==> src/rtl/arbiter_pkg.sv <==
// Shared types and helpers for the shiftable fixed-priority arbiter and dispatcher.
package arbiter_pkg;

   typedef enum logic {EMPTY, HOLD} state_t;

   // Width of an index into n ports, never less than one bit.
   function automatic int idx_width(input int n);
      return (n > 1) ? $clog2(n) : 1;
   endfunction

   // Compare-and-wrap increment so non-power-of-two port counts wrap correctly.
   function automatic int next_prio(input int lp, input int n);
      return (lp + 1 >= n) ? 0 : lp + 1;
   endfunction

endpackage

==> src/rtl/dispatcher_fixed_shiftable_if.sv <==
// Producer and consumer handshake bundle for the 1-to-N dispatcher.
interface dispatcher_fixed_shiftable_if #(
   parameter int DWIDTH = 16,
   parameter int N      = 2
);
   logic                         in_valid;
   logic [DWIDTH-1:0]            in_data;
   logic                         in_ready;
   logic                         shift;
   logic [N-1:0]                 out_valid;
   logic [N-1:0][DWIDTH-1:0]     out_data;
   logic [N-1:0]                 out_ready;

   modport master (
      output in_valid, in_data, shift, out_ready,
      input  in_ready, out_valid, out_data
   );

   modport slave (
      input  in_valid, in_data, shift, out_ready,
      output in_ready, out_valid, out_data
   );
endinterface

==> src/rtl/rotating_priority_select.sv <==
// Combinational pick of the first requester scanning upward from (lp+1)%N with wrap.
module rotating_priority_select
   import arbiter_pkg::*;
#(
   parameter int N = 2
) (
   input  logic [N-1:0]              req,
   input  logic [idx_width(N)-1:0]   lp,
   output logic [N-1:0]              grant,
   output logic                      any
);
   typedef logic [idx_width(N)-1:0] idx_t;

   always_comb begin
      int   pos;
      idx_t sel;
      grant = '0;
      any   = 1'b0;
      pos   = 0;
      sel   = '0;
      for (int k = 0; k < N; k++) begin
         pos = int'(lp) + 1 + k;
         if (pos >= N) pos = pos - N;
         sel = idx_t'(pos);
         if (!any && req[sel]) begin
            grant[sel] = 1'b1;
            any        = 1'b1;
         end
      end
   end
endmodule

==> src/rtl/dispatcher_fixed_shiftable.sv <==
// One-entry 1-to-N stream dispatcher with a rotating priority ring.
// Define DISPATCHER_COUNT_EN to add saturating per-port dispatch counters.
module dispatcher_fixed_shiftable
   import arbiter_pkg::*;
#(
   parameter int DWIDTH           = 16,
   parameter int N                = 2,
   parameter int INIT_LOWEST_PRIO = N - 1
`ifdef DISPATCHER_COUNT_EN
   ,parameter int CNT_WIDTH       = 16
`endif
) (
   input  logic                         clk,
   input  logic                         rst,
   dispatcher_fixed_shiftable_if.slave  bus
`ifdef DISPATCHER_COUNT_EN
   ,output logic [N-1:0][CNT_WIDTH-1:0] dispatch_count
`endif
);
   typedef logic [idx_width(N)-1:0] idx_t;

   state_t            state_q, state_d;
   idx_t              lp_q, lp_d;
   idx_t              tgt_q, tgt_d;
   logic [DWIDTH-1:0] data_q, data_d;
   logic              full, fire_in, fire_out, in_ready_c;
   logic [N-1:0]      grant;
   logic              any;
   idx_t              grant_idx;

   rotating_priority_select #(.N(N)) u_select (
      .req   (bus.out_ready),
      .lp    (lp_q),
      .grant (grant),
      .any   (any)
   );

   always_comb begin
      grant_idx = '0;
      for (int i = 0; i < N; i++) begin
         if (grant[i]) grant_idx = idx_t'(i);
      end
   end

   // Selection always uses the current lp; a same-cycle shift only affects later captures.
   always_comb begin
      state_d    = state_q;
      lp_d       = lp_q;
      tgt_d      = tgt_q;
      data_d     = data_q;
      full       = (state_q == HOLD);
      fire_out   = full & bus.out_ready[tgt_q];
      in_ready_c = !full | fire_out;
      fire_in    = bus.in_valid & in_ready_c;
      if (bus.shift) lp_d = idx_t'(next_prio(int'(lp_q), N));
      if (fire_in) begin
         state_d = HOLD;
         data_d  = bus.in_data;
         tgt_d   = any ? grant_idx : idx_t'(next_prio(int'(lp_q), N));
      end else if (fire_out) begin
         state_d = EMPTY;
      end
   end

   always_ff @(posedge clk or negedge rst) begin
      if (!rst) begin
         state_q <= EMPTY;
         lp_q    <= idx_t'(INIT_LOWEST_PRIO);
         tgt_q   <= '0;
         data_q  <= '0;
      end else begin
         state_q <= state_d;
         lp_q    <= lp_d;
         tgt_q   <= tgt_d;
         data_q  <= data_d;
      end
   end

   assign bus.in_ready = in_ready_c;

   always_comb begin
      for (int i = 0; i < N; i++) begin
         bus.out_valid[i] = full && (tgt_q == idx_t'(i));
         bus.out_data[i]  = data_q;
      end
   end

`ifdef DISPATCHER_COUNT_EN
   logic [N-1:0][CNT_WIDTH-1:0] cnt_q, cnt_d;

   always_comb begin
      cnt_d = cnt_q;
      if (fire_out && (cnt_q[tgt_q] != {CNT_WIDTH{1'b1}}))
         cnt_d[tgt_q] = cnt_q[tgt_q] + 1'b1;
   end

   always_ff @(posedge clk or negedge rst) begin
      if (!rst) cnt_q <= '0;
      else      cnt_q <= cnt_d;
   end

   assign dispatch_count = cnt_q;
`endif
endmodule

==> src/flat_wrapper.sv <==
// flat-port wrapper written by rule: the top's interface ports become plain ports
module dispatcher_fixed_shiftable_flat import arbiter_pkg::*;
#(
   parameter int DWIDTH           = 16,
   parameter int N                = 2,
   parameter int INIT_LOWEST_PRIO = N - 1

)
  (clk, rst, bus_in_valid, bus_in_data, bus_shift, bus_out_ready, bus_in_ready, bus_out_valid, bus_out_data);
  dispatcher_fixed_shiftable_if #(.DWIDTH(DWIDTH), .N(N)) bus_i ();
  input  logic clk;
  input  logic rst;
  input wire logic [$bits(bus_i.in_valid)-1:0] bus_in_valid;
  input wire logic [$bits(bus_i.in_data)-1:0] bus_in_data;
  input wire logic [$bits(bus_i.shift)-1:0] bus_shift;
  input wire logic [$bits(bus_i.out_ready)-1:0] bus_out_ready;
  output wire logic [$bits(bus_i.in_ready)-1:0] bus_in_ready;
  output wire logic [$bits(bus_i.out_valid)-1:0] bus_out_valid;
  output wire logic [$bits(bus_i.out_data)-1:0] bus_out_data;
  assign bus_i.in_valid = bus_in_valid;
  assign bus_i.in_data = bus_in_data;
  assign bus_i.shift = bus_shift;
  assign bus_i.out_ready = bus_out_ready;
  assign bus_in_ready = bus_i.in_ready;
  assign bus_out_valid = bus_i.out_valid;
  assign bus_out_data = bus_i.out_data;
  dispatcher_fixed_shiftable #(.DWIDTH(DWIDTH), .N(N), .INIT_LOWEST_PRIO(INIT_LOWEST_PRIO)) u_core (.clk(clk), .rst(rst), .bus(bus_i));
endmodule
==> config.mk <==
export PLATFORM = sky130hd
export DESIGN_NAME = dispatcher_fixed_shiftable_flat
export DESIGN_NICKNAME = d
export VERILOG_FILES = /design/src/rtl/arbiter_pkg.sv /design/src/rtl/dispatcher_fixed_shiftable_if.sv /design/src/rtl/rotating_priority_select.sv /design/src/rtl/dispatcher_fixed_shiftable.sv /design/src/flat_wrapper.sv
export SDC_FILE = /design/constraint.sdc
export NUM_CORES = 1
export LEC_CHECK = 0
export BUFFER_PORTS_ARGS = -buffer_cell sky130_fd_sc_hd__buf_2
export CORE_AREA = 2 2 53 55
export CTS_BUF_LIST = sky130_fd_sc_hd__clkbuf_4 sky130_fd_sc_hd__clkbuf_8 sky130_fd_sc_hd__clkbuf_16
export DETAILED_ROUTE_END_ITERATION = 6
export DIE_AREA = 0 0 55 57
export PLACE_DENSITY = 0.71
export SETUP_SLACK_MARGIN = 0.1
export SKIP_LAST_GASP = 1
export SYNTH_ARGS = -nofsm -noshare
export SYNTH_HDL_FRONTEND = slang
export SYNTH_SLANG_ARGS = --single-unit
==> constraint.sdc <==
create_clock -name clk -period 1.4 [get_ports clk]
set_input_delay 0.07 -clock clk [delete_from_list [all_inputs] [get_ports clk]]
set_output_delay 0.07 -clock clk [all_outputs]
set_load 0.03 [all_outputs]
Yosys cells after proc, flatten, opt, wreduce, memory -nomap -nowiden

Index checks and enable logic that the tools add are counted.

$add $sub $neg: 4
$mul: 0
Divide/modulo/power cells: 0
Magnitude comparators: 7
Equality and inequality tests: 0
Shift operators: 0
Muxes and demuxes: 21
Bitwise operators: 5
Reductions and logical operators: 8

Operator list:

| cell                  | number |
|---|---|
| $mux W1               | 17 |
| $lt A1 B2 Y1 const B  | 3 |
| $logic_and A1 B1 Y1   | 5 |
| $mux W2               | 2 |
| $add A2 B1 Y3 const B | 1 |
| $ge A3 B2 Y1 const B  | 1 |
| $add A1 B1 Y2 const B | 1 |
| $and A1 B1 Y1         | 2 |
| $demux W1 S1          | 2 |
| $ge A1 B1 Y1 const B  | 2 |
| $ge A2 B2 Y1 const B  | 1 |
| $logic_not A1 Y1      | 2 |
| $or A2 B2 Y2          | 1 |
| $reduce_bool A2 Y1    | 1 |
| $sub A1 B1 Y1 const B | 2 |
| $not A1 Y1            | 1 |
| $or A1 B1 Y1          | 1 |

Flip-flop bits (word level): 19
Latch bits: 0
RAM bits: 0
Bits in read-only memories: 0
Output and inout port bits: 35
Logic and storage cells: 49
Memories: 0

Longest topological paths before layout

Gate-level depths: netlist (run 1).

Word-level depth: 12
Mapped depth: 4
Mapped depth without buffers: 3

Cells and area by module

From an unflattened synthesis (run 1), not the netlist that was laid out.

Cell total of the unflattened synthesis: 70
Area, all modules: 950.9 um^2

Modules (own cells, without submodules):

| module                     | instances | cells an instance | area each (um^2) |
|---|---|---|---|
| dispatcher_fixed_shiftable | 1         | 66                | 925.9 |
| rotating_priority_select   | 1         | 4                 | 25.0 |

Worst setup path after synthesis (run 1)

Ideal clock, no wire load.

Kind: register to register
Start: register u_core.tgt_q
End: register u_core.data_q[0]
Library setup time: 125 ps
Arrival: 1301 ps
Slack: -26 ps
Cell stages (with the launch flop): 5
Path buffers: 1
Period minus slack after synthesis: 1426 ps
Cell sequence: dfrtp_1 > mux2i_1 > a21boi_4 > buf_8 > mux2_4

Word-level cells in the longest chain between the ends: 5

Ends and longest elaborated chain:

| item                                       | line                             | source |
|---|---|---|
| start: declaration                         | dispatcher_fixed_shiftable.sv:24 | `idx_t tgt_q, tgt_d;` |
| start signal: assignment                   | dispatcher_fixed_shiftable.sv:74 | `tgt_q <= tgt_d;` |
| $mux W1 (not written as such) (2 in a row) | dispatcher_fixed_shiftable.sv:52 | `fire_out = full & bus.out_ready[tgt_q];` |
| $and A1 B1 Y1                              | dispatcher_fixed_shiftable.sv:52 |  |
| $or A1 B1 Y1                               | dispatcher_fixed_shiftable.sv:53 | `in_ready_c = !full \| fire_out;` |
| $and A1 B1 Y1                              | dispatcher_fixed_shiftable.sv:54 | `fire_in = bus.in_valid & in_ready_c;` |
| end signal: assignment                     | dispatcher_fixed_shiftable.sv:75 | `data_q <= data_d;` |
| end: declaration                           | dispatcher_fixed_shiftable.sv:25 | `logic [DWIDTH-1:0] data_q, data_d;` |

Every way passes these cells. The select of a mux whose other input is x is not followed.
A chain may end at the register's enable or synchronous reset.

Final worst setup path (run 1)

Start: register u_core.tgt_q
End: register u_core.data_q[1]

The elaborated chain is that of the path after synthesis.

==> results.sh, run 1 <==
export IMPL_dr_total_vias=690
export IMPL_tritoncts="yes"
export IMPL_die_y_um=57
export IMPL_worst_slack_ns=-0.001811
export IMPL_worst_hold_slack_ns=0.01300
export IMPL_grt_ovfl_total=0
export IMPL_drv_slew=0
export IMPL_power_density_mw_per_mm2=1779
export IMPL_r2r_start="u_core.tgt_q"
export IMPL_antenna_cells=0
export IMPL_maxSlewHeadroom_pct=72.49
export IMPL_numCtsBuffers=3
export IMPL_syn_instance_count=65
export IMPL_violations="negative setup slack"
export IMPL_cts_root_buf="clkbuf_4"
export IMPL_clock_sinks=19
export IMPL_syn_to_final_growth_pct=42.93
export IMPL_core_mm2=0.002615
export IMPL_final_nets=147
export IMPL_insertion_delay_ns=0.29
export IMPL_io_pins=57
export IMPL_firstDrtPassIters=2
export IMPL_post_route_drc_count=0
export IMPL_r2r_slack_ns=-0.002
export IMPL_globalplace_congestion=0.6218
export IMPL_rows=19
export IMPL_ir_drop_mv=1.105
export IMPL_startpoint="u_core.tgt_q"
export IMPL_cp_arrival_ns=1.58
export IMPL_cap_violations=0
export IMPL_period_minus_slack_ns=1.402
export IMPL_drt_wl_total_um=1780
export IMPL_fmax_mhz=713.4
export IMPL_synth_fp_nets=87
export IMPL_antenna_left=0
export IMPL_ys_types=18
export IMPL_initial_utilization_pct=35.55
export IMPL_syn_area_um2=929.6
export IMPL_leakagePower_nw=0.6796
export IMPL_start_kind="flop"
export IMPL_layout_commonest_cell="buf_2"
export IMPL_drtIter0Drc=3
export IMPL_rsz0062_at_grt="true"
export IMPL_antenna_found_initial=0
export IMPL_finalClockSkew_ns=0.008930
export IMPL_worst_pin_slew_ns=0.4126
export IMPL_fin_util_pct=50.81
export IMPL_setup_violations=1
export IMPL_critPathKind="reg2reg"
export IMPL_dp_cells=137
export IMPL_port_buffers=56
export IMPL_die_area_mm2=0.003135
export IMPL_timing_rr_end="u_core.data_q[1]"
export IMPL_hold_viol=0
export IMPL_die_w_um=55
export IMPL_vias_per_cell=4.452
export IMPL_seq_area_frac_synth_pct=51.28
export IMPL_layout_drive_gt1_share_pct=67.74
export IMPL_worst_ep_required_time_ns=1.58
export IMPL_layout_common_cells="53 x buf_2, 18 x dfrtp_1, 13 x dlygate4sd3_1"
export IMPL_critPathCaptureType="flop"
export IMPL_clk_pin_slew_ns=0.11
export IMPL_ys_ff_latch=19
export IMPL_period_share_pct=100.1
export IMPL_path_max_fanout=14
export IMPL_grt_usage_pct=12.28
export IMPL_detail_route_wl_per_cell_um=11.48
export IMPL_crit_end="u_core.data_q[1]"
export IMPL_postSynthAreaPerCell_um2=14.30
export IMPL_htree_levels=1
export IMPL_hold_class="in2reg"
export IMPL_grt_pass1_vias=618
export IMPL_clockBufferDepth=2
export IMPL_status="complete, but fails checks"
export IMPL_reg2reg_depth=4
export IMPL_yosys_warnings=0
export IMPL_grt_pass1_wl_um=2773
export IMPL_setup_tns_ns=-0.001811
export IMPL_pre_cts_slack_ns=-0.01831
export IMPL_final_cells=155
export IMPL_grt_max_degree=20
[sequential cells by signal (all words and copies together) (netlist names)]
name and cells:
u_core.data_q 16, u_core.full 1, u_core.lp_q 1, u_core.tgt_q 1
[stage by stage]
step / instance area, µm² / total power [mW]
6_report: 1329 / 2.364
5_1_grt: 1329 / 2.487
4_1_cts: 1272 / 2.356
3_5_place_dp: 1141 / 2.034
3_3_place_gp: 1141 / 2.011
2_1_floorplan: 929.6 / 1.840
[critical path, stage by stage (launching register included)]
cell,delay (ns)
dfrtp_1,0.41
mux2i_2,0.18
a21boi_4,0.17
buf_12,0.18
mux2_2,0.34
[power by group]
| group | switching, mW | total, mW | internal, mW |
|---|---|---|---|
| Combinational | 0.775 | 1.27 | 0.492 |
| Clock | 0.161 | 0.267 | 0.106 |
| Sequential | 0.120 | 0.830 | 0.710 |
| Total | 1.06 | 2.36 | 1.31 |
[synthesized netlist by cell type]
cell type,n,share of area [%]
a21boi_0,1,0.81
nand2b_1,1,0.67
buf_4,16,13
dfstp_2,1,2.8
and2b_2,1,0.94
buf_8,1,1.6
dfrtp_1,18,48
mux2_4,10,16
nand2_1,2,0.81
mux2_2,6,7.3
o31ai_1,1,0.81
xor2_1,1,0.94
mux2i_1,1,1.1
a21boi_4,1,2.0
nor2_1,1,0.40
a2bb2oi_1,1,0.94
nand3_1,1,0.54
and2_2,1,0.81
[area by class of cell]
| cell class | instances | area, µm² |
|---|---|---|
| fillers | 255 | 1286 |
| flip-flops and latches | 19 | 476.7 |
| repair buffers | 72 | 464.2 |
| multi-input cells | 29 | 321.6 |
| well taps | 31 | 38.79 |
| clock buffers | 3 | 22.52 |
| clock inverters | 1 | 5.005 |
[kinds of logic after synthesis]
group                  synth area share (%)
buffers and inverters                 14.54
multiplexers                          24.49
flip-flops                            51.28
AO/OA/AOI/OAI                         4.577
XOR/XNOR                             0.9423
AND/OR/NAND/NOR                       4.173
[per-layer routing]
metal / vias up / track usage, % / part of all wire, %
li1: 323 / - / -
met1: 328 / 16.52 / 41
met2: 39 / 19.56 / 49
met3: 0 / 2.356 / 9.9
met4: 0 / 4.181 / 0
met5: - / 0 / 0
[worst min-delay path by stage]
stage / from / depth (start not counted) / slack, ns / to
6_report: bus_in_data[12] / 2 / 0.01 / u_core.data_q[12]
4_1_cts: bus_in_data[5] / 2 / 0.0006 / u_core.data_q[5]
3_3_place_gp: rst / 1 / 0.02 / u_core.data_q[7]
5_1_grt: bus_in_data[10] / 2 / 0.0004 / u_core.data_q[10]
3_5_place_dp: rst / 1 / 0.03 / u_core.data_q[8]
2_1_floorplan: rst / 0 / -0.23 / u_core.data_q[0]
[timing repair]
| item | in CTS | in global routing |
|---|---|---|
| hold buffers | 9 | 4 |
| pin swaps | 0 | 1 |
| endpoints found under the setup margin | 17 | 19 |
| hold endpoints to repair | 26 | 4 |
| setup buffers | 1 | 0 |
| gates resized for setup | 2 | 7 |
(Power assumes the default switching activity.)
==> inputs of run 2 (changes only) <==
--- a/config.mk
+++ b/config.mk
@@ -6,11 +6,12 @@
 export NUM_CORES = 1
 export LEC_CHECK = 0
 export BUFFER_PORTS_ARGS = -buffer_cell sky130_fd_sc_hd__buf_2
-export CORE_AREA = 2 2 53 55
+export CAP_MARGIN = 10
+export CORE_AREA = 2 2 45 64
 export CTS_BUF_LIST = sky130_fd_sc_hd__clkbuf_4 sky130_fd_sc_hd__clkbuf_8 sky130_fd_sc_hd__clkbuf_16
 export DETAILED_ROUTE_END_ITERATION = 6
-export DIE_AREA = 0 0 55 57
-export PLACE_DENSITY = 0.71
+export DIE_AREA = 0 0 47 66
+export PLACE_DENSITY = 0.72
 export SETUP_SLACK_MARGIN = 0.1
 export SKIP_LAST_GASP = 1
 export SYNTH_ARGS = -nofsm -noshare
==> run 2 against run 1 <==
- the flow now finishes without violations
- sequential cell count stayed put
- utilization increased by 2.9 points
- register-to-register slack better by 0.02 ns
- global-route usage grew 1.0 points
- first-iteration DRC count unchanged
- fmax is 1.6% higher
- via count fell by 0.72%
- routed wire length grew 11%
- setup slack better by 0.022 ns
- clock-buffer cell count rose by 1
- critical path type unchanged
==> results.sh, run 2 (synthesis gave the netlist of run 1 again) <==
export IMPL_largest_register_ffs=16
export IMPL_cp_num_cells=4
export IMPL_layout_commonest_cell="buf_2"
export IMPL_port_buffers=56
export IMPL_maxSlewHeadroom_pct=71.71
export IMPL_io_pins=57
export IMPL_fmax_mhz=724.8
export IMPL_cts_setup_buffers=0
export IMPL_sequentialPowerShare_pct=34.5
export IMPL_leakagePower_nw=0.6918
export IMPL_die_w_um=47
export IMPL_setup_violations=0
export IMPL_grt_pass1_wl_um=2842
export IMPL_htree_levels=1
export IMPL_regMostFlops="u_core.data_q"
export IMPL_switching_share_pct=44.19
export IMPL_power_clock_fraction_pct=11.9
export IMPL_antenna_found_initial=0
export IMPL_detail_route_wl_per_cell_um=12.15
export IMPL_critPathBufInv=1
export IMPL_drv_slew=0
export IMPL_grt_ovfl_total=0
export IMPL_period_share_pct=98.55
export IMPL_grt_max_degree=20
export IMPL_power_mw=2.393
export IMPL_hold_class="in2reg"
export IMPL_clockBufferDepth=2
export IMPL_worst_pin_slew_ns=0.4244
export IMPL_design_area_mm2=0.001360
export IMPL_start_kind="flop"
export IMPL_layout_drive_gt1_share_pct=66.93
export IMPL_cap_violations=0
export IMPL_firstDrtPassIters=2
export IMPL_syn_to_final_growth_pct=46.30
export IMPL_slowest_delay_ns=0.42
export IMPL_critPathKind="reg2reg"
export IMPL_power_density_mw_per_mm2=1760
export IMPL_combPwrFrac_pct=53.6
export IMPL_path_max_fanout=6
export IMPL_die_area_mm2=0.003102
export IMPL_cts_root_buf="clkbuf_4"
export IMPL_rsz0062_at_grt="true"
export IMPL_critPathCaptureType="flop"
export IMPL_clock_sinks=19
export IMPL_path_cells="mux2i_2 -> a21boi_4 -> buf_6 -> mux2_2"
export IMPL_grt_usage_pct=13.28
export IMPL_final_nets=150
export IMPL_cp_top_family="multiplexers"
export IMPL_net_switching_power_mw=1.058
export IMPL_globalplace_congestion=0.6113
export IMPL_core_mm2=0.002532
export IMPL_tritoncts="yes"
export IMPL_nFillCells=228
export IMPL_finalClockSkew_ns=0.002116
export IMPL_rows=22
export IMPL_cp_arrival_ns=1.56
export IMPL_place_hpwl_um=1452
export IMPL_dr_total_vias=685
export IMPL_insertion_delay_ns=0.28
export IMPL_dpl_instance_area_mm2=0.001150
export IMPL_ir_drop_mv=0.9387
export IMPL_drtIter0Drc=3
export IMPL_initial_utilization_pct=36.71
export IMPL_die_y_um=66
export IMPL_worst_ep_required_time_ns=1.58
export IMPL_antenna_cells=0
export IMPL_reg2reg_depth=4
export IMPL_grt_pass1_vias=657
export IMPL_hold_viol=0
export IMPL_p_int_mw=1.336
export IMPL_period_minus_slack_ns=1.380
export IMPL_layout_common_cells="53 x buf_2, 18 x dfrtp_1, 15 x dlygate4sd3_1"
export IMPL_status="complete, no violations"
export IMPL_drt_wl_total_um=1980
export IMPL_antenna_left=0
export IMPL_vias_per_cell=4.202
export IMPL_numCtsBuffers=3
export IMPL_crit_slowest_cell="dfrtp_1"
export IMPL_clk_pin_slew_ns=0.10
export IMPL_post_route_drc_count=0
export IMPL_hold_depth=2
## run 2: power groups by stage
| stage | clock (mW) | combinational [mW] | sequential (mW) |
|---|---|---|---|
| floorplan | 0 | 0.765 | 1.07 |
| global placement | 0 | 1.19 | 0.827 |
| detailed placement | 0 | 1.21 | 0.839 |
| CTS | 0.300 | 1.24 | 0.830 |
| global route | 0.325 | 1.35 | 0.852 |
| finish | 0.284 | 1.28 | 0.826 |
## run 2: what timing repair did
item,in CTS,in global routing
pin swaps,0,1
cloned,0,0
endpoints found under the hold margin,25,7
gates resized for setup,4,7
endpoints found under the setup margin,17,19
hold buffers,8,7
## run 2: worst paths after layout
kind,from,to,slack (ns)
max in group asynchronous,rst,u_core.lp_q,0.83
hold / removal,bus_in_data[12],u_core.data_q[12],0.01
hold reg to reg,u_core.data_q[9],u_core.data_q[9],0.54
min in group asynchronous,rst,u_core.data_q[7],0.24
setup reg to reg,u_core.tgt_q,u_core.data_q[1],0.02
setup / recovery,u_core.tgt_q,u_core.data_q[1],0.02
## run 2: layout make-up
class	count	area, µm²	share of cell area, %
clock buffers	4	30.03	2.208
multi-input cells	29	321.6	23.64
well taps	36	45.04	3.312
repair buffers	75	486.7	35.79
flip-flops and latches	19	476.7	35.05
## run 2: worst register-to-register path, stage by stage, from the launching register on
cell,delay (ns)
dfrtp_1,0.42
mux2i_2,0.18
a21boi_4,0.19
buf_6,0.15
mux2_2,0.33
## run 2: per-layer routing
layer	vias up	share of wire, %	routed length, µm	track usage (%)
met5	-	0	0	0
met4	0	1.4	27	8.333
met3	2	4.7	93	1.639
met2	28	56	1118	22.95
met1	328	37	739	14.38
li1	327	-	-	-
## run 2: metrics by stage
step / setup TNS [ns] / hold slack (ns) / setup slack (ns) / std cells / utilization, %
floorplan: -0.05308 / -0.2256 / -0.005308 / 65 / -
global placement: 0 / 0.01498 / 0.05550 / 144 / 45.41
detailed placement: 0 / 0.03311 / 0.007464 / 144 / 45.41
CTS: 0 / 0.001608 / 0.01685 / 156 / 50.30
global route: -0.1398 / 0.0005794 / -0.02813 / 163 / 53.71
finish: 0 / 0.01368 / 0.02030 / 163 / 53.71
